==> config.mk <==
export PLATFORM = sky130hd
export DESIGN_NAME = snake_tile_painter
export DESIGN_NICKNAME = d
export VERILOG_FILES = /design/src/rtl/snake_tile_painter.sv
export SDC_FILE = /design/constraint.sdc
export NUM_CORES = 1
export LEC_CHECK = 0
export CELL_PAD_IN_SITES_DETAIL_PLACEMENT = 1
export CELL_PAD_IN_SITES_GLOBAL_PLACEMENT = 2
export CORE_MARGIN = 5
export CORE_UTILIZATION = 38
export CTS_CLUSTER_SIZE = 10
export DETAILED_ROUTE_END_ITERATION = 8
export PLACE_DENSITY = 0.82
export SETUP_SLACK_MARGIN = 0.2
export SKIP_LAST_GASP = 1
export SLEW_MARGIN = 40
export SYNTH_ARGS = -nofsm -noshare
export SYNTH_HDL_FRONTEND = slang
export SYNTH_SLANG_ARGS = --single-unit
==> constraint.sdc <==
create_clock -name clk -period 3.8 [get_ports clk]
set_clock_uncertainty 0.15 [all_clocks]
set_input_delay 0.57 -clock clk [delete_from_list [all_inputs] [get_ports clk]]
set_output_delay 0.57 -clock clk [all_outputs]
set_load 0.05 [all_outputs]
==> src/rtl/snake_tile_painter.sv <==
// Draw-command executor: queues {op, coords, color} commands and expands them into tile writes.
// Optional SNAKE_PAINTER_WR_READY_EN adds a wr_rdy handshake that stalls the write port.
module snake_tile_painter #(
   parameter int                       H_LOGIC_WIDTH  = 5,
   parameter int                       V_LOGIC_WIDTH  = 5,
   parameter logic [H_LOGIC_WIDTH-1:0] H_LOGIC_MAX    = 5'd31,
   parameter logic [V_LOGIC_WIDTH-1:0] V_LOGIC_MAX    = 5'd23,
   parameter int                       COLOR_ID_WIDTH = 8,
   parameter int                       FIFO_DEPTH     = 4,
   localparam int CMD_WIDTH  = 4 + 2*(H_LOGIC_WIDTH+V_LOGIC_WIDTH) + COLOR_ID_WIDTH,
   localparam int ADDR_WIDTH = V_LOGIC_WIDTH + H_LOGIC_WIDTH
) (
   input  logic                      clk,
   input  logic                      rst,
   input  logic [CMD_WIDTH-1:0]      cmd,
   input  logic                      cmd_vld,
`ifdef SNAKE_PAINTER_WR_READY_EN
   input  logic                      wr_rdy,
`endif
   output logic                      wr_en,
   output logic [ADDR_WIDTH-1:0]     wr_addr,
   output logic [COLOR_ID_WIDTH-1:0] wr_data,
   output logic                      busy,
   output logic                      overflow,
   output logic [7:0]                drop_cnt
);

   localparam int PTR_W  = $clog2(FIFO_DEPTH);
   localparam int CNT_W  = $clog2(FIFO_DEPTH) + 1;
   localparam logic [CNT_W-1:0] FULL_CNT = CNT_W'(FIFO_DEPTH);
   localparam int X0_MSB = CMD_WIDTH - 5;
   localparam int Y0_MSB = X0_MSB - H_LOGIC_WIDTH;
   localparam int X1_MSB = Y0_MSB - V_LOGIC_WIDTH;
   localparam int Y1_MSB = X1_MSB - H_LOGIC_WIDTH;

   typedef enum logic [1:0] {IDLE, POINT, FILL} state_t;

   state_t state, state_nxt;

   logic [CMD_WIDTH-1:0] fifo_mem [FIFO_DEPTH];
   logic [PTR_W-1:0]     wr_ptr, rd_ptr;
   logic [CNT_W-1:0]     count;
   logic                 push, pop, issue, stall;

   logic [CMD_WIDTH-1:0]      head;
   logic [3:0]                op;
   logic                      is_fill;
   logic [H_LOGIC_WIDTH-1:0]  d_x0, d_x1, d_xa, d_xm, d_xb;
   logic [V_LOGIC_WIDTH-1:0]  d_y0, d_y1, d_ya, d_ym, d_yb;
   logic [COLOR_ID_WIDTH-1:0] d_color;
   logic                      d_skip;

   logic [H_LOGIC_WIDTH-1:0]  cur_x, xa_r, xb_r;
   logic [V_LOGIC_WIDTH-1:0]  cur_y, yb_r;
   logic [COLOR_ID_WIDTH-1:0] color_r;
   logic                      skip_r;

`ifdef SNAKE_PAINTER_WR_READY_EN
   assign stall = wr_en & ~wr_rdy;
`else
   assign stall = 1'b0;
`endif

   // A point is decoded as a one-tile fill, so both share the bounds logic.
   assign head    = fifo_mem[rd_ptr];
   assign op      = head[CMD_WIDTH-1 -: 4];
   assign is_fill = (op == 4'h1);
   assign d_x0    = head[X0_MSB -: H_LOGIC_WIDTH];
   assign d_y0    = head[Y0_MSB -: V_LOGIC_WIDTH];
   assign d_x1    = is_fill ? head[X1_MSB -: H_LOGIC_WIDTH] : d_x0;
   assign d_y1    = is_fill ? head[Y1_MSB -: V_LOGIC_WIDTH] : d_y0;
   assign d_color = is_fill ? head[COLOR_ID_WIDTH-1:0] : head[X1_MSB -: COLOR_ID_WIDTH];

   assign d_xa   = (d_x1 < d_x0) ? d_x1 : d_x0;
   assign d_xm   = (d_x1 < d_x0) ? d_x0 : d_x1;
   assign d_ya   = (d_y1 < d_y0) ? d_y1 : d_y0;
   assign d_ym   = (d_y1 < d_y0) ? d_y0 : d_y1;
   assign d_xb   = ({1'b0, d_xm} > {1'b0, H_LOGIC_MAX}) ? H_LOGIC_MAX : d_xm;
   assign d_yb   = ({1'b0, d_ym} > {1'b0, V_LOGIC_MAX}) ? V_LOGIC_MAX : d_ym;
   assign d_skip = ({1'b0, d_xa} > {1'b0, H_LOGIC_MAX}) || ({1'b0, d_ya} > {1'b0, V_LOGIC_MAX});

   assign push = cmd_vld && ((count < FULL_CNT) || pop);
   assign busy = (state != IDLE) || (count != '0) || wr_en;

   always_comb begin
      // NOTE: every always_comb output is given a default first so no latch is inferred.
      state_nxt = state;
      pop       = 1'b0;
      issue     = 1'b0;
      unique case (state)
         IDLE: begin
            if (!stall && count != '0) begin
               pop = 1'b1;
               if (op == 4'h0)   state_nxt = POINT;
               else if (is_fill) state_nxt = FILL;
            end
         end
         POINT: begin
            if (!stall) begin
               issue     = !skip_r;
               state_nxt = IDLE;
            end
         end
         FILL: begin
            if (!stall) begin
               issue = !skip_r;
               if (skip_r || (cur_x == xb_r && cur_y == yb_r)) state_nxt = IDLE;
            end
         end
         default: state_nxt = IDLE;
      endcase
   end

   always_ff @(posedge clk) begin
      // NOTE: non-blocking assignments so every register samples pre-edge values.
      if (rst) begin
         state    <= IDLE;
         wr_ptr   <= '0;
         rd_ptr   <= '0;
         count    <= '0;
         wr_en    <= 1'b0;
         wr_addr  <= '0;
         wr_data  <= '0;
         overflow <= 1'b0;
         drop_cnt <= '0;
      end else begin
         state <= state_nxt;
         if (push) wr_ptr <= wr_ptr + 1'b1;
         if (pop)  rd_ptr <= rd_ptr + 1'b1;
         unique case ({push, pop})
            2'b10:   count <= count + 1'b1;
            2'b01:   count <= count - 1'b1;
            default: count <= count;
         endcase
         if (cmd_vld && !push) begin
            overflow <= 1'b1;
            if (drop_cnt != 8'hff) drop_cnt <= drop_cnt + 1'b1;
         end
         if (!stall) begin
            wr_en <= issue;
            if (issue) begin
               wr_addr <= {cur_y, cur_x};
               wr_data <= color_r;
            end
         end
      end
   end

   // NOTE: storage and decoded fields are not reset; they are only read after a push or pop.
   always_ff @(posedge clk) begin
      if (push) fifo_mem[wr_ptr] <= cmd;
      if (pop) begin
         cur_x   <= d_xa;
         cur_y   <= d_ya;
         xa_r    <= d_xa;
         xb_r    <= d_xb;
         yb_r    <= d_yb;
         color_r <= d_color;
         skip_r  <= d_skip;
      end else if (issue) begin
         if (cur_x == xb_r) begin
            cur_x <= xa_r;
            cur_y <= cur_y + 1'b1;
         end else begin
            cur_x <= cur_x + 1'b1;
         end
      end
   end

endmodule

# [Yosys cells after proc, flatten, opt, wreduce, memory -nomap -nowiden]
# Memory sizes are Yosys's and may differ from the RTL's. A register that Yosys moved wholly into a read port is not among the register bits.
# Index checks and enable logic that the tools add are counted.
[word_totals] ramBits=128 reg_bits=71 n_memories=1 output_inout_bits=29
[op_classes] add_sub_neg=7 eq_ne=11 magnitude_cmp=5 reduce_logical=20 mux=26
[memory_table] name="fifo_mem" words=4 width=32 rd=1 rd_ports_with_merged_regs=1 write_ports=1 line_no="40" rtl="logic [CMD_WIDTH-1:0] fifo_mem [FIFO_DEPTH];"
[ops] operator="$mux W5" count=12
[ops] operator="$mux W2" count=6
[ops] operator="$add A5 B1 Y5 const B" count=2
[ops] operator="$eq A5 B5 Y1" count=2
[ops] operator="$gt A5 B5 Y1 const B" count=2
[ops] operator="$lt A5 B5 Y1" count=2
[ops] operator="$add A8 B1 Y8 const B" count=1
[ops] operator="$mux W8" count=1
[ops] operator="$ne A8 B8 Y1 const B" count=1
[ops] operator="$reduce_bool A2 Y1" count=4
[ops] operator="$pmux W3 S2" count=1
[ops] operator="$mux W1" count=5
[ops] operator="$add A2 B1 Y2 const B" count=2
[ops] operator="$eq A2 B1 Y1 const B" count=2
[ops] operator="$eq A2 B2 Y1 const B" count=2
[ops] operator="$eq A4 B1 Y1 const B" count=1
[ops] operator="$logic_not A4 Y1" count=1
[ops] operator="$logic_or A1 B1 Y1" count=4
[ops] operator="$ne A2 B2 Y1 const B" count=2
[ops] operator="$pmux W2 S2" count=1
[ops] operator="$reduce_and A2 Y1" count=2
[ops] operator="$add A3 B1 Y3 const B" count=1
[ops] operator="$logic_and A1 B1 Y1" count=3
[ops] operator="$lt A3 B3 Y1 const B" count=1
[ops] operator="7 further kinds" count=8

# [Depth between registers and ports, before layout]
# Gate-level depths: netlist of run 1.
[logic_depth] depth_word=8 ltp_mapped=14

# [Worst setup path before layout of run 1]
# OpenSTA, ideal clock, no wires.
[synth_path] path_kind="register to register" start="reg with a tool-made name" end="reg cur_x[1] (data pin)" setup_ns=0.254 synth_period_minus_slack_ns=3.671 slack_ns=0.129 arrival_ns=3.266 path_stages_with_launch=13 required_ns=3.396 n_path_buf=2 path_cell_list="dfxtp_1 -> buf_6 -> mux4_2 -> a211oi_4 -> mux2_2 -> ha_1 -> a211oi_1 -> and2_1 -> and3b_1 -> a21boi_2 -> buf_6 -> mux2_4 -> o21a_1"
[synth_rtl] element="to (signal assigned)" line_no="162" rtl="cur_x <= xa_r;"
[synth_rtl] element="to (signal assigned)" line_no="165" rtl="cur_x <= cur_x + 1'b1;"
[synth_rtl] element="to (decl)" line_no="53" rtl="logic [H_LOGIC_WIDTH-1:0] cur_x, xa_r, xb_r;"

==> results of run 1 <==
cell families (layout without fill, tap and decap cells):
logic type / count (synthesis) / after routing
flip-flops: 201 / 201
AND/OR/NAND/NOR: 133 / 133
AO/OA/AOI/OAI: 70 / 70
multiplexers: 61 / 61
buffers and inverters: 44 / 146
XOR/XNOR: 28 / 28
adder cells (fa/ha/maj): 19 / 19
worst min-delay path by stage:
stage,endpoint,slack [ns],depth (start not counted)
after floorplan,state[0],0.30,2
after global placement,overflow,0.30,2
after detailed placement,wr_addr[3],0.30,2
after CTS,wr_addr[3],0.31,2
after global routing,wr_data[4],0.33,2
final,wr_addr[3],0.30,2
report_power, final:
part / internal [mW] / total [mW] / leakage, nW / switching (mW)
Sequential: 2.94 / 3.16 / 1.82 / 0.218
Combinational: 1.45 / 3.15 / 1.38 / 1.70
Clock: 1.15 / 1.98 / 0.317 / 0.832
Total: 5.54 / 8.29 / 3.52 / 2.75
tightest hold or removal path, delay by kind of cell (launching register included):
kind	cells	cell delay (ns)
compound gates	1	0.05
flops	1	0.31
simple gates	1	0.05
repair_timing:
action                     CTS  global route
setup endpoints to repair   19            20
buffers inserted             8             3
gates cloned                 1             0
pin swaps                    4            13
resized for setup           16            27
routing by layer:
layer  track usage, %  part of all wire, %  vias to the layer above
met5                0                    0                        -
met4             4.03                  2.3                        0
met3             2.77                  4.8                       31
met2             24.7                   50                      125
met1             19.0                   43                     2444
li1                 -                    -                     2265
layout by cell type (no fill, tap or decap), drive strengths merged, types with 13 or more instances in the layout:
master           n
inv             21
mux4            30
dfxtp           39
edfxtp         162
nor2            36
xnor2           13
mux2            22
nand2           59
clkdlybuf4s50   63
buf             26
ha              18
clkbuf          31
a21oi           31
xor2            15
flip-flops by register name, indices dropped and copies added, names as in the netlist, named ones only:
register and count:
fifo_mem 128, wr_addr 10, color_r 8, drop_cnt 8
wr_data 8, cur_x 5, cur_y 5, xa_r 5
xb_r 5, yb_r 5, count 3, rd_ptr 2
state 2, wr_ptr 2, overflow 1, skip_r 1
wr_en 1
stage by stage:
stage               instances  setup WS (ns)  util (%)
floorplan                 556          0.206         -
global placement          892        0.00311      43.2
detailed placement        892         -0.118      43.2
CTS                       935          0.205      46.9
global route              938         0.0514      47.6
finish                    938          0.160      47.6
area by class of cell:
type / instances / area share (%)
clock buffer: 31 / 6.03
clock inverter: 3 / 0.397
inverter: 22 / 0.818
multi-input combinational: 311 / 26.3
sequential: 201 / 54.4
tap: 280 / 3.37
timing repair buffer: 90 / 8.68
==> out/qor.txt, run 1 <==
Min-Delay Startpoint: wr_addr[3]
Die X: 159 um
Final hold viol count: 0
F_max: 275 MHz
CTS clk-pin slew, worst paths: 0.06 ns
Remaining global-route overflow: 0
Clock Latency Late Sink: 0.53 ns
Kind of capture point of the worst setup path: flop
Post-Syn Instances: 556
First-pass GRT wire length: 29.8 mm
Ranking of synthesized cells by area: edfxtp_1 58%, dfxtp_1 9.3%, mux4_2 7.2%, ha_1 2.7%, nand2_1 2.6%
R2r endpoint: cur_x[1]
Fillers: 2169
Min-Delay Path Class: flop to flop
Vias in the first global route: 5422
Via count: 4865
Critical Path End: cur_x[1]
Io pins: 64
Synthesized flop and latch total: 201
TritonCTS clock tree: yes
Synth Area in Compound Gates: 5.30%
Residual DRC: 0
Kind of critical path: flop to flop
Mux contribution to synthesized area: 12.3%
Syn nets: 610
Final hold slack: 0.302 ns
Pleak: 3.52 nW
Peak supply drop: 354 uV
Via-per-instance ratio: 5.19
Largest family of logic cells by synthesized area: multiplexers
Post-synthesis adder-cell area fraction: 2.92%
FF-to-FF setup slack: 0.16 ns
Synth top area share: 57.8%
CP Cell Sequence: mux4_2 -> a211oi_4 -> buf_6 -> mux2_4 -> ha_4 -> a211oi_4 -> and2_4 -> and3b_2 -> a21boi_4 -> buf_12 -> mux2_4 -> o21a_1
Clock Root Buffer: clkbuf_16
Hold-fix buffers, CTS: 0
Number of diodes: 0
Die area: 25200 um^2
Async S/R FF share, synth: 0%
Maximum clock path buffer count: 3
Core Rows: 54
Multi-input combinational cell area: 2740 um^2
Clk sinks: 201
Layout area overhead: 23.6%
Count leader, synth: edfxtp_1
MaxCap Viol Count: 0
CP delay by family, top: multiplexers
CTS Buf Count: 24
Largest area contributor in the netlist: edfxtp_1
DR pass1 iterations: 4
Pin count of the biggest net entering global routing: 42
Fin crit share: 95.8%
Register area share after synthesis: 67.1%
Initial antenna violation count: 0
Avg WL per Cell: 20.0 um
Pwr Density: 797 nW/um^2
Tightest Pin Transition: 0.749 ns
YS warnings: 0
GP Congestion: 0.844
Final nets: 704
Worst-path cell with the longest stage delay: mux4_2
Placed cell area: 9420 um^2
Final ANT Viol Nets: 0
Post-synth EDFFs: 162
Primary FF master, synth: edfxtp_1
Netlist Area Pre-Place: 8410 um^2
Crit path depth: 12
Post-DP HPWL: 12.6 mm
Maximum fanout along the worst path: 7
Pins Over Slew Limit: 0
Port buffer count: 63
Starting Density: 38.5%
Total negative slack: 0 ns
Crit path launch type: flop
Final WL: 18.8 mm
Register Area: 5650 um^2
Post-layout instance area: 10400 um^2
Die extent in y: 159 um
List of most frequent post-synthesis cells: 162 x edfxtp_1, 59 x nand2_1, 39 x dfxtp_1, 35 x nor2_1, 31 x a21oi_1
Synth Area in XOR/XNOR: 2.92%
Worst EP required: 3.92 ns
Max incr delay on CP: 0.58 ns
Worst reg-to-reg path cell count: 12
RSZ-0062 raised after global routing: yes
Fin crit period: 3.64 ns
Avg Cell Area, Syn: 15.1 um^2
Post-synth cell types: 52
Critical path buffers and inverters: 2
Slew HR: 49.9%
CTS H-tree depth: 1
Core Region: 21800 um^2
Total track usage: 14.5%
Synth Area in Simple Gates: 7.02%
Crit path DAT: 3.76 ns
Outcome: finished, final reports clean
Initial DRC count: 268
Count of final setup violators: 0
Tot Pwr: 8.29 mW
Share of cells above drive strength 1: 19.6%
(Power assumes the default switching activity.)
==> inputs of run 2 (changes only) <==
CORE_UTILIZATION = 30   (was 38)
CTS_BUF_LIST = sky130_fd_sc_hd__clkbuf_16   (was unset)
GPL_TIMING_DRIVEN = 0   (was unset)
PLACE_DENSITY = 0.69   (was 0.82)
==> run 2 against run 1 <==
Against the previous run:
- clock-buffer cell count is 7 lower
- largest power group is now combinational cells
- sequential share of layout area decreased by 2.3 points
- sequential power about the same
- cell count is 13% higher
- non-clock buffer count grew 26
- worst setup slack worse by 0.13 ns
- combinational power up 17%
- critical endpoint is now cur_x[2]
- die area increased by 25%
- largest cell class unchanged
- highest routed layer unchanged
- clock power barely moved
- routed wire length grew 3.7%
==> out/qor.txt, run 2 (synthesized netlist as in run 1, its figures left out) <==
Outcome: finished, final reports clean
Slew HR: 51.2%
Hold Path End: overflow
Initial DRC count: 206
Clock Root Buffer: clkbuf_16
Layout area overhead: 29.0%
CTS clk-pin slew, worst paths: 0.06 ns
Via-per-instance ratio: 4.63
DR pass1 iterations: 4
Worst reg-to-reg path cell count: 13
Final ANT Viol Nets: 0
Pre-CTS setup slack: -0.678 ns
Io pins: 64
Core Region: 27700 um^2
Pleak: 3.67 nW
Peak supply drop: 330 uV
Crit path launch type: flop
Post-DP HPWL: 13.0 mm
Initial antenna violation count: 0
Kind of capture point of the worst setup path: flop
GP Congestion: 0.798
RSZ-0062 raised after global routing: yes
Post-Layout Cell Count: 1062
Pin count of the biggest net entering global routing: 33
Final hold viol count: 0
Die extent in y: 177 um
Pins Over Slew Limit: 0
F_max: 265 MHz
TritonCTS clock tree: yes
Clock Latency Late Sink: 0.52 ns
Worst EP required: 3.92 ns
Vias in the first global route: 5363
Final WL: 19.5 mm
Pwr Density: 806 nW/um^2
Hold path cells: 2
Worst setup margin: 0.0260 ns
Maximum fanout along the worst path: 6
Core Rows: 61
Clk sinks: 201
R2r endpoint: cur_x[2]
Max FFs per register: 128
Share of cells above drive strength 1: 24.3%
Comb power frac: 41.9%
Min-Delay Startpoint: overflow
Residual DRC: 0
Die X: 177 um
Total track usage: 12.1%
FF-to-FF setup slack: 0.03 ns
Power Internal: 5.78 mW
Tightest Pin Transition: 0.729 ns
Number of cells after detailed placement: 997
First-pass GRT wire length: 30.1 mm
Die area: 31500 um^2
Commonest non-fill, non-tap cell in the layout: edfxtp_1
Kind of critical path: flop to flop
CTS Buf Count: 24
Avg WL per Cell: 18.3 um
Biggest regs: fifo_mem: 128 flops, wr_addr: 10 flops
Maximum clock path buffer count: 3
Fin crit period: 3.77 ns
Number of diodes: 0
Min-Delay Path Class: flop to flop
Port buffer count: 62
Final nets: 730
Clk pwr share: 22.3%
MaxCap Viol Count: 0
Total negative slack: 0 ns
Remaining global-route overflow: 0
Fin crit share: 99.3%
Crit path DAT: 3.89 ns
Biggest register: fifo_mem
Via count: 4915
Commonest non-fill, non-tap cells in the layout: 162 x edfxtp_1, 62 x clkdlybuf4s50_1, 54 x nand2_1, 38 x dfxtp_1, 34 x nor2_1
Count of final setup violators: 0
Seq pwr share: 35.9%
Starting Density: 30.4%
Sw frac: 34.0%
Sw power: 2.97 mW
Final design utilization: 39.2%
CTS H-tree depth: 1
==> run 2: cell types whose count changed in the layout (fill, tap and decap cells not counted), sizes merged <==
cell | previous run | this run
inv | 21 | 28
buf | 26 | 42
bufbuf | 1 | 0
clkbuf | 31 | 36
clkinv | 3 | 4
clkdlybuf4s50 | 63 | 62
clkinvlp | 1 | 0
==> run 2: final cells by class <==
| type | count | area (um^2) |
|---|---|---|
| plain buffers | 22 | 193 |
| clock buffers | 24 | 601 |
| clock inverters | 10 | 63.8 |
| fillers | 2816 | 16900 |
| inverters | 22 | 82.6 |
| multi-input cells | 311 | 2880 |
| flip-flops and latches | 201 | 5650 |
| well taps | 378 | 473 |
| repair buffers | 94 | 912 |
==> run 2: worst max-delay path by stage <==
| stage | end | slack, ns | depth (start not counted) |
|---|---|---|---|
| finish | cur_x[2] | 0.03 | 13 |
| floorplan | cur_x[1] | 0.21 | 12 |
| global route | cur_x[1] | -0.08 | 12 |
| CTS | cur_x[0] | 0.07 | 13 |
| global placement | cur_x[0] | -0.51 | 12 |
| detailed placement | cur_x[0] | -0.68 | 12 |
==> run 2: repair_timing <==
action | in CTS | in global routing
setup endpoints to repair | 26 | 27
hold buffers | 0 | 0
pin swaps | 12 | 11
resized for setup | 43 | 44
buffers inserted | 18 | 13
==> run 2: power by group through the flow <==
stage               Combinational [mW]  Sequential (mW)  Clock (mW)
floorplan                         1.87             3.24           0
global placement                  2.65             3.18           0
detailed placement                2.80             3.18           0
CTS                               3.28             3.14        2.01
global route                      3.97             3.18        2.10
finish                            3.67             3.14        1.95
==> run 2: routing by layer <==
layer / global-route usage (%) / vias up / share of wire [%]
met4: 3.00 / 0 / 2.3
met1: 15.8 / 2467 / 45
met3: 2.05 / 32 / 3.9
met2: 21.1 / 91 / 49
li1: - / 2325 / -
met5: 0 / - / 0
==> run 2: through the flow <==
stage          area, um^2  hold WS (ns)  power (mW)
2_1_floorplan        8430         0.300        5.11
5_1_grt             10900         0.330        9.25
6_report            10900         0.304        8.75
3_5_place_dp         9580         0.302        5.98
3_3_place_gp         9530         0.296        5.83
4_1_cts             10600         0.306        8.43
==> run 2: worst max-delay path, cell delays in order (launching register included) <==
cell,delay (ns)
dfxtp_2,0.34
buf_8,0.14
mux4_2,0.56
a211oi_4,0.22
buf_12,0.16
mux2_4,0.32
ha_4,0.23
a211oi_4,0.29
and2_4,0.19
and3b_2,0.21
a21boi_4,0.09
buf_4,0.15
mux2_4,0.31
a21o_1,0.16
